File: src/rtl/branch_predict_unit.sv
// Branch resolve unit with a 2-bit saturating-counter BHT for fetch-time prediction.
// Resolves branches/jumps one cycle after request and emits a flush pulse on mispredict.
module branch_predict_unit #(
  parameter int XLEN        = 32,
  parameter int BHT_ENTRIES = 16
) (
  input  logic            clk,
  input  logic            rst,
  input  logic [XLEN-1:0] pc_f,
  output logic            pred_taken_f,
  input  logic            valid_e,
  input  logic [XLEN-1:0] pc_e,
  input  logic [XLEN-1:0] target_e,
  input  logic [XLEN-1:0] rs1,
  input  logic [XLEN-1:0] rs2,
  input  logic [4:0]      BrOp,
  input  logic            pred_taken_e,
  output logic            taken_o,
  output logic            mispredict_o,
  output logic [XLEN-1:0] redirect_pc_o,
  output logic [31:0]     branch_cnt_o,
  output logic [31:0]     mispredict_cnt_o
);

  localparam int IDX_W = $clog2(BHT_ENTRIES);

  logic [1:0]      bht_q [BHT_ENTRIES];
  logic            taken_q;
  logic            mispredict_q;
  logic [XLEN-1:0] redirect_q;
  logic [31:0]     branch_cnt_q;
  logic [31:0]     mispredict_cnt_q;

  logic            accept;
  logic            is_cond;
  logic            is_branch;
  logic            actual;
  logic [IDX_W-1:0] idx_f;
  logic [IDX_W-1:0] idx_e;

  assign idx_f = pc_f[IDX_W+1:2];
  assign idx_e = pc_e[IDX_W+1:2];

  // While a flush pulse is out, the request in execute is from the wrong path.
  assign accept    = valid_e & ~mispredict_q;
  assign is_cond   = ~BrOp[4] & BrOp[3];
  assign is_branch = BrOp[4] | BrOp[3];

  always_comb begin
    actual = 1'b0;
    if (BrOp[4]) begin
      actual = 1'b1;
    end else if (BrOp[3]) begin
      case (BrOp[2:0])
        3'b000:  actual = (rs1 == rs2);
        3'b001:  actual = (rs1 != rs2);
        3'b100:  actual = ($signed(rs1) <  $signed(rs2));
        3'b101:  actual = ($signed(rs1) >= $signed(rs2));
        3'b110:  actual = (rs1 <  rs2);
        3'b111:  actual = (rs1 >= rs2);
        default: actual = 1'b0;
      endcase
    end
  end

  // One counter per entry; only conditional branches train the table.
  generate
    for (genvar gi = 0; gi < BHT_ENTRIES; gi++) begin : g_bht
      always_ff @(posedge clk) begin
        if (rst) begin
          bht_q[gi] <= 2'b01;
        end else if (accept && is_cond && (idx_e == IDX_W'(gi))) begin
          if (actual && (bht_q[gi] != 2'b11)) begin
            bht_q[gi] <= bht_q[gi] + 2'd1;
          end else if (!actual && (bht_q[gi] != 2'b00)) begin
            bht_q[gi] <= bht_q[gi] - 2'd1;
          end
        end
      end
    end
  endgenerate

  always_ff @(posedge clk) begin
    if (rst) begin
      taken_q          <= 1'b0;
      mispredict_q     <= 1'b0;
      redirect_q       <= '0;
      branch_cnt_q     <= '0;
      mispredict_cnt_q <= '0;
    end else if (accept) begin
      taken_q      <= actual;
      mispredict_q <= (actual != pred_taken_e);
      redirect_q   <= actual ? target_e : (pc_e + XLEN'(4));
      if (is_branch) begin
        branch_cnt_q <= branch_cnt_q + 32'd1;
      end
      if (actual != pred_taken_e) begin
        mispredict_cnt_q <= mispredict_cnt_q + 32'd1;
      end
    end else begin
      taken_q      <= 1'b0;
      mispredict_q <= 1'b0;
    end
  end

  assign pred_taken_f     = bht_q[idx_f][1];
  assign taken_o          = taken_q;
  assign mispredict_o     = mispredict_q;
  assign redirect_pc_o    = redirect_q;
  assign branch_cnt_o     = branch_cnt_q;
  assign mispredict_cnt_o = mispredict_cnt_q;

endmodule

File: config.mk
export PLATFORM = sky130hd
export DESIGN_NAME = branch_predict_unit
export DESIGN_NICKNAME = d
export VERILOG_FILES = /design/src/rtl/branch_predict_unit.sv
export SDC_FILE = /design/constraint.sdc
export NUM_CORES = 1
export LEC_CHECK = 0
export BUFFER_PORTS_ARGS = -buffer_cell sky130_fd_sc_hd__buf_4
export CAP_MARGIN = 0
export CORE_MARGIN = 2
export CORE_UTILIZATION = 30
export DETAILED_ROUTE_END_ITERATION = 8
export HOLD_SLACK_MARGIN = 0.06
export RECOVER_POWER = 50
export SYNTH_ARGS = -nofsm -noshare
export SYNTH_HDL_FRONTEND = slang
export SYNTH_SLANG_ARGS = --single-unit
File: constraint.sdc
create_clock -name clk -period 6 [get_ports clk]
set_input_delay 0.3 -clock clk [delete_from_list [all_inputs] [get_ports clk]]
set_output_delay 0.3 -clock clk [all_outputs]
set_load 0.01 [all_outputs]
# After elaboration in Yosys (flattened, before gate mapping)
# Memory sizes are Yosys's and may differ from the RTL's.
# Index checks and enable logic that the tools add are counted.
totals:
  output_inout_bits: 99
  wordCells: 375
  in_bits: 169
  ff_bits: 98
  mem_count: 1
  mem_bits_rw: 32
memory_table:
  columns: ["memory", "depth", "word_bits", "rd", "rd_ports_with_merged_regs", "wr", "line_no", "source"]
  rows:
  - ["bht_q", 16, 2, 17, 0, 16, "27", "logic [1:0] bht_q [BHT_ENTRIES];"]
op_classes:
  bitwise_logic: 38
  order_cmp: 4
  addsub: 35
  n_reduce_logical: 71
  eq_ne: 39
  muxes: 182
ops:
  columns: ["op", "n"]
  rows:
  - ["$mux 1", 148]
  - ["$add 32x1->32 const B", 2]
  - ["$ge 32x32->1", 2]
  - ["$lt 32x32->1", 2]
  - ["$mux 2", 32]
  - ["$logic_and 1x1->1", 49]
  - ["$or 1x1->1", 33]
  - ["$add 2x1->2 const B", 16]
  - ["$add 32x3->32 const B", 1]
  - ["$eq 32x32->1", 1]
  - ["$eq 4x4->1 const B", 8]
  - ["$mux 32", 1]
  - ["$ne 2x2->1 const B", 16]
  - ["$ne 32x32->1", 1]
  - ["$reduce_bool 2->1", 16]
  - ["$sub 2x1->2 const B", 16]
  - ["$eq 4x3->1 const B", 4]
  - ["$eq 3x3->1 const B", 4]
  - ["$eq 4x2->1 const B", 2]
  - ["$pmux 1 s6", 1]
  - ["$eq 4x1->1 const B", 1]
  - ["$logic_not 4->1", 1]
  - ["$reduce_and 2->1", 2]
  - ["$eq 3x1->1 const B", 1]
  - ["other kinds (6)", 9]

# Longest topological paths before layout
logic_depth:
  ltp_word: 12
  ltp_mapped: 15
  depth_no_buf: 11

# Worst setup path after synthesis
# No wires, ideal clock.
synth_path:
  kind: "input -> register"
  from: "input rs2[19]"
  to: "memory bht_q[10][0], enable pin"
  setup_time_ns: 0.293
  n_path_buf: 2
  path_slack_ns: 2.548
  path_stages: 13
  t_arrival_ns: 3.159
  t_required_ns: 5.707
  path_cell_list: "inv_1 -> ha_1 -> a21oi_1 -> o21ai_1 -> a221o_1 -> a2111o_1 -> nor2_1 -> mux2_2 -> nor3_4 -> buf_6 -> buf_4 -> mux2i_1 -> a31o_2"
synth_rtl:
  columns: ["element", "line_no", "source"]
  rows:
  - ["start: declaration", "15", "input logic [XLEN-1:0] rs2,"]
  - ["end: declaration", "27", null]

# Final worst setup path
layout_path:
  from: "register mispredict_q (netlist: mispredict_o)"
  to: "register branch_cnt_q[29] (netlist: branch_cnt_o[29])"
layout_via:
  elab_chain_cells: 3
layout_lines:
  columns: ["element", "line_no", "source"]
  rows:
  - ["start: declaration", "29", "logic mispredict_q;"]
  - ["start signal: assignment", "92", "mispredict_q <= (actual != pred_taken_e);"]
  - ["$not 1->1", "45", "assign accept = valid_e & ~mispredict_q;"]
  - ["$and 1x1->1", "45", null]
  - ["$reduce_and 2->1 (no line)", null, null]
  - ["end signal: assignment", "95", "branch_cnt_q <= branch_cnt_q + 32'd1;"]
  - ["end: declaration", "31", "logic [31:0] branch_cnt_q;"]
# Every way passes these cells.
# A chain may end at the register's enable or synchronous reset.

==> run summary <==
Final WL: 25200 um
Async S/R FF share, synth: 0%
Root buffer cell: clkbuf_16
Peak VDD IR: 0.000154 V
Logic gate share of total power: 15.9%
Largest cells by area after synthesis: dfxtp_1, edfxtp_1, ha_1
Register Area: 2920 um^2
Seq/Total Area, Yosys: 32.3%
Worst Path Arrival: 4.59 ns
Worst-Margin Slew: 2.22 ns
H-tree depth: 4
Core area: 29600 um^2
WP data required: 6.28 ns
Post-DR vias/cell: 4.94
Post-Syn Nets: 1269
Post-synth EDFFs: 32
Layout cells sized above 1: 17.1%
Kind of critical path: reg -> reg
Clock Power Share: 47.0%
Register share of total power: 37.1%
CP peak stage delay: 1.58 ns
Tot GR Track Use: 15.7%
Synth-to-layout area growth: 26.2%
Via count: 8129
Synth top area share: 21.7%
Final hold vios: 0
HPWL after DPL: 18600 um
Setup_tns: 0 ns
Hold wc startpoint: target_e[7]
Post-synthesis average cell area: 8.76 um^2
Final worst-path cycle share: 71.9%
Minimum clock period: 4.31 ns
Dpl cells: 1613
Failing checks: capacitance limit, slew limit
Initial DRC Count: 327
Critical Path Source Type: register
Commonest non-fill, non-tap cell in the layout: buf_4
Clock slew at reported path FFs: 0.07 ns
Max-slew violations: 76
Clk sink count: 130
Most frequent cells in the layout: buf_4, nor2_1, clkbuf_1, dfxtp_1, mux2i_1
Starting Density: 30.5%
Vias in the first global route: 7742
Max cap viols: 2
Initial antenna violation count: 1
Synthesized netlist cell count: 1032
Post-synthesis register bit count: 130
Worst-path fanout max: 46
Die height: 178 um
Antenna Violating Nets Remaining: 0
Fmax: 232 MHz
Worst Hold Class: in -> reg
Delay-heaviest family, CP: buffers and inverters
Switching share of power: 26.5%
Pwr Total: 0.00254 W
Clock Latency Late Sink: 0.42 ns
Post-CTS setup buffer count: 0
Hold Crit Endpoint: redirect_pc_o[7]
Area of the multi-input gates: 5600 um^2
Worst Skew: 0.0104 ns
Cell-internal power: 0.00186 W
Status: finished, violations left
Final Setup Violations: 0
Cts bufs inserted: 17
Max_slew headroom: -48.3%
PwrDens: 222 nW/um^2
FF-to-FF path depth: 10
Die W: 178 um
CP cell instances: nor2b_4 > clkbuf_1 > o21a_1 > and4_1 > and3_1 > nand3_1 > nor2_1 > nand3_1 > xor2_1 > nor2_1
Worst R2R Setup Slack: 1.69 ns
Syn Std Cell Area: 9040 um^2
FF-to-FF End: branch_cnt_o[29]
Synth area leader: dfxtp_1
Worst r2r src: mispredict_o
First-pass GRT wire length: 39700 um
# rows: 63
Port bufs: 239
Top Ports: 268
DRC violation count after routing: 0
Die area: 31600 um^2
Crit-path slowest cell: clkbuf_1
Largest net degree at the start of global routing: 102
CTS Buffer Depth: 2
Cts hold-fix bufs: 0
Post-cts resize count: 0
Filler cells: 3090
WHS: 0.177 ns
# nets final: 1479
Post-route insts no fill: 1646
DR pass1 iterations: 5
Hold depth: 3
Critical path buffers and inverters: 1
DR WL/cell: 15.3 um
Global placer's final weighted congestion: 0.780
CP Capture Type: register
Global route overflow: 0
Lkg Pwr: 4.85 nW
RSZ-0062 raised after global routing: false
Predominant post-synthesis flop cell: dfxtp_1
NetSw: 0.000671 W
CTS tree: done
Post-synth cell types: 56
Yosys Warn Count: 0
[cell families (layout without fill, tap and decap cells)]
family	after synthesis	in the layout	share of synthesized area, %
other cells	0	1	0
buf+inv	123	346	5.84
compound gates	107	107	8.11
simple gates	438	438	25.6
mux	109	109	13.2
flops	130	130	32.3
xor+xnor	57	57	5.52
fa+ha+maj	68	68	9.41
[flip-flops by register name (all words and copies together) (netlist names)]
name / cells
taken_o: 1
branch_cnt_o: 32
mispredict_cnt_o: 32
mispredict_o: 1
redirect_pc_o: 32
bht_q: 32
[metal layers]
layer	vias up	GRT usage [%]	wire, um
met5	-	0	0
met3	36	4.61	1620
li1	4091	-	-
met1	3811	19.7	11200
met4	0	4.71	499
met2	191	25.9	11800
[cells in the mapped netlist, types with 19 or more instances]
| cell | count |
|---|---|
| or3_1 | 19 |
| edfxtp_1 | 32 |
| nand2b_1 | 33 |
| o22ai_1 | 24 |
| dfxtp_1 | 98 |
| a21oi_1 | 31 |
| clkbuf_1 | 37 |
| nand3_1 | 44 |
| nor2_1 | 101 |
| xor2_1 | 26 |
| mux2i_1 | 74 |
| nand4_1 | 44 |
| nor2b_1 | 37 |
| inv_1 | 69 |
| ha_1 | 68 |
| xnor2_1 | 31 |
| nand2_1 | 72 |
| and3_1 | 21 |
[tightest hold or removal path, cell delays in order]
cell and delay (ns):
buf_4 0.08, mux2i_1 0.05, o22ai_1 0.13
[power groups by stage]
stage	sequential, W	combinational, W	clock [W]
after CTS	0.000942	0.000428	0.00122
after detailed placement	0.000961	0.000426	0
after floorplan	0.000968	0.000248	0
after global placement	0.000960	0.000420	0
after global routing	0.000945	0.000447	0.00125
final	0.000941	0.000403	0.00119
[how the worst max path moves through the flow]
| stage | start | endpoint | slack, ns | cells past startpoint |
|---|---|---|---|---|
| 2_1_floorplan | rs2[19] | bht_q[10][0] | 2.55 | 13 |
| 3_3_place_gp | rs1[19] | mispredict_cnt_o[0] | 1.87 | 12 |
| 3_5_place_dp | rs1[19] | mispredict_cnt_o[0] | 1.81 | 12 |
| 4_1_cts | rs1[19] | mispredict_cnt_o[0] | 2.28 | 12 |
| 5_1_grt | mispredict_o | mispredict_cnt_o[7] | 1.13 | 9 |
| 6_report | mispredict_o | branch_cnt_o[29] | 1.69 | 10 |
[per-stage QoR]
step | setup WS, ns | area [um^2] | utilization, %
6_report | 1.69 | 11400 | 38.5
5_1_grt | 1.13 | 11400 | 38.5
4_1_cts | 2.28 | 11800 | 39.8
3_5_place_dp | 1.81 | 11100 | 37.5
3_3_place_gp | 1.87 | 11100 | 37.5
2_1_floorplan | 2.55 | 9040 | -
[cell type report]
cell class,count,area share [%]
sequential,130,25.6
timing repair buffer,244,12.8
multi-input combinational,779,49.1
clock buffer,20,4.19
antenna,1,0.0219
clock inverter,12,1.67
inverter,70,2.30
tap,390,4.28
Note: power is estimated with default switching activity, not from simulation.
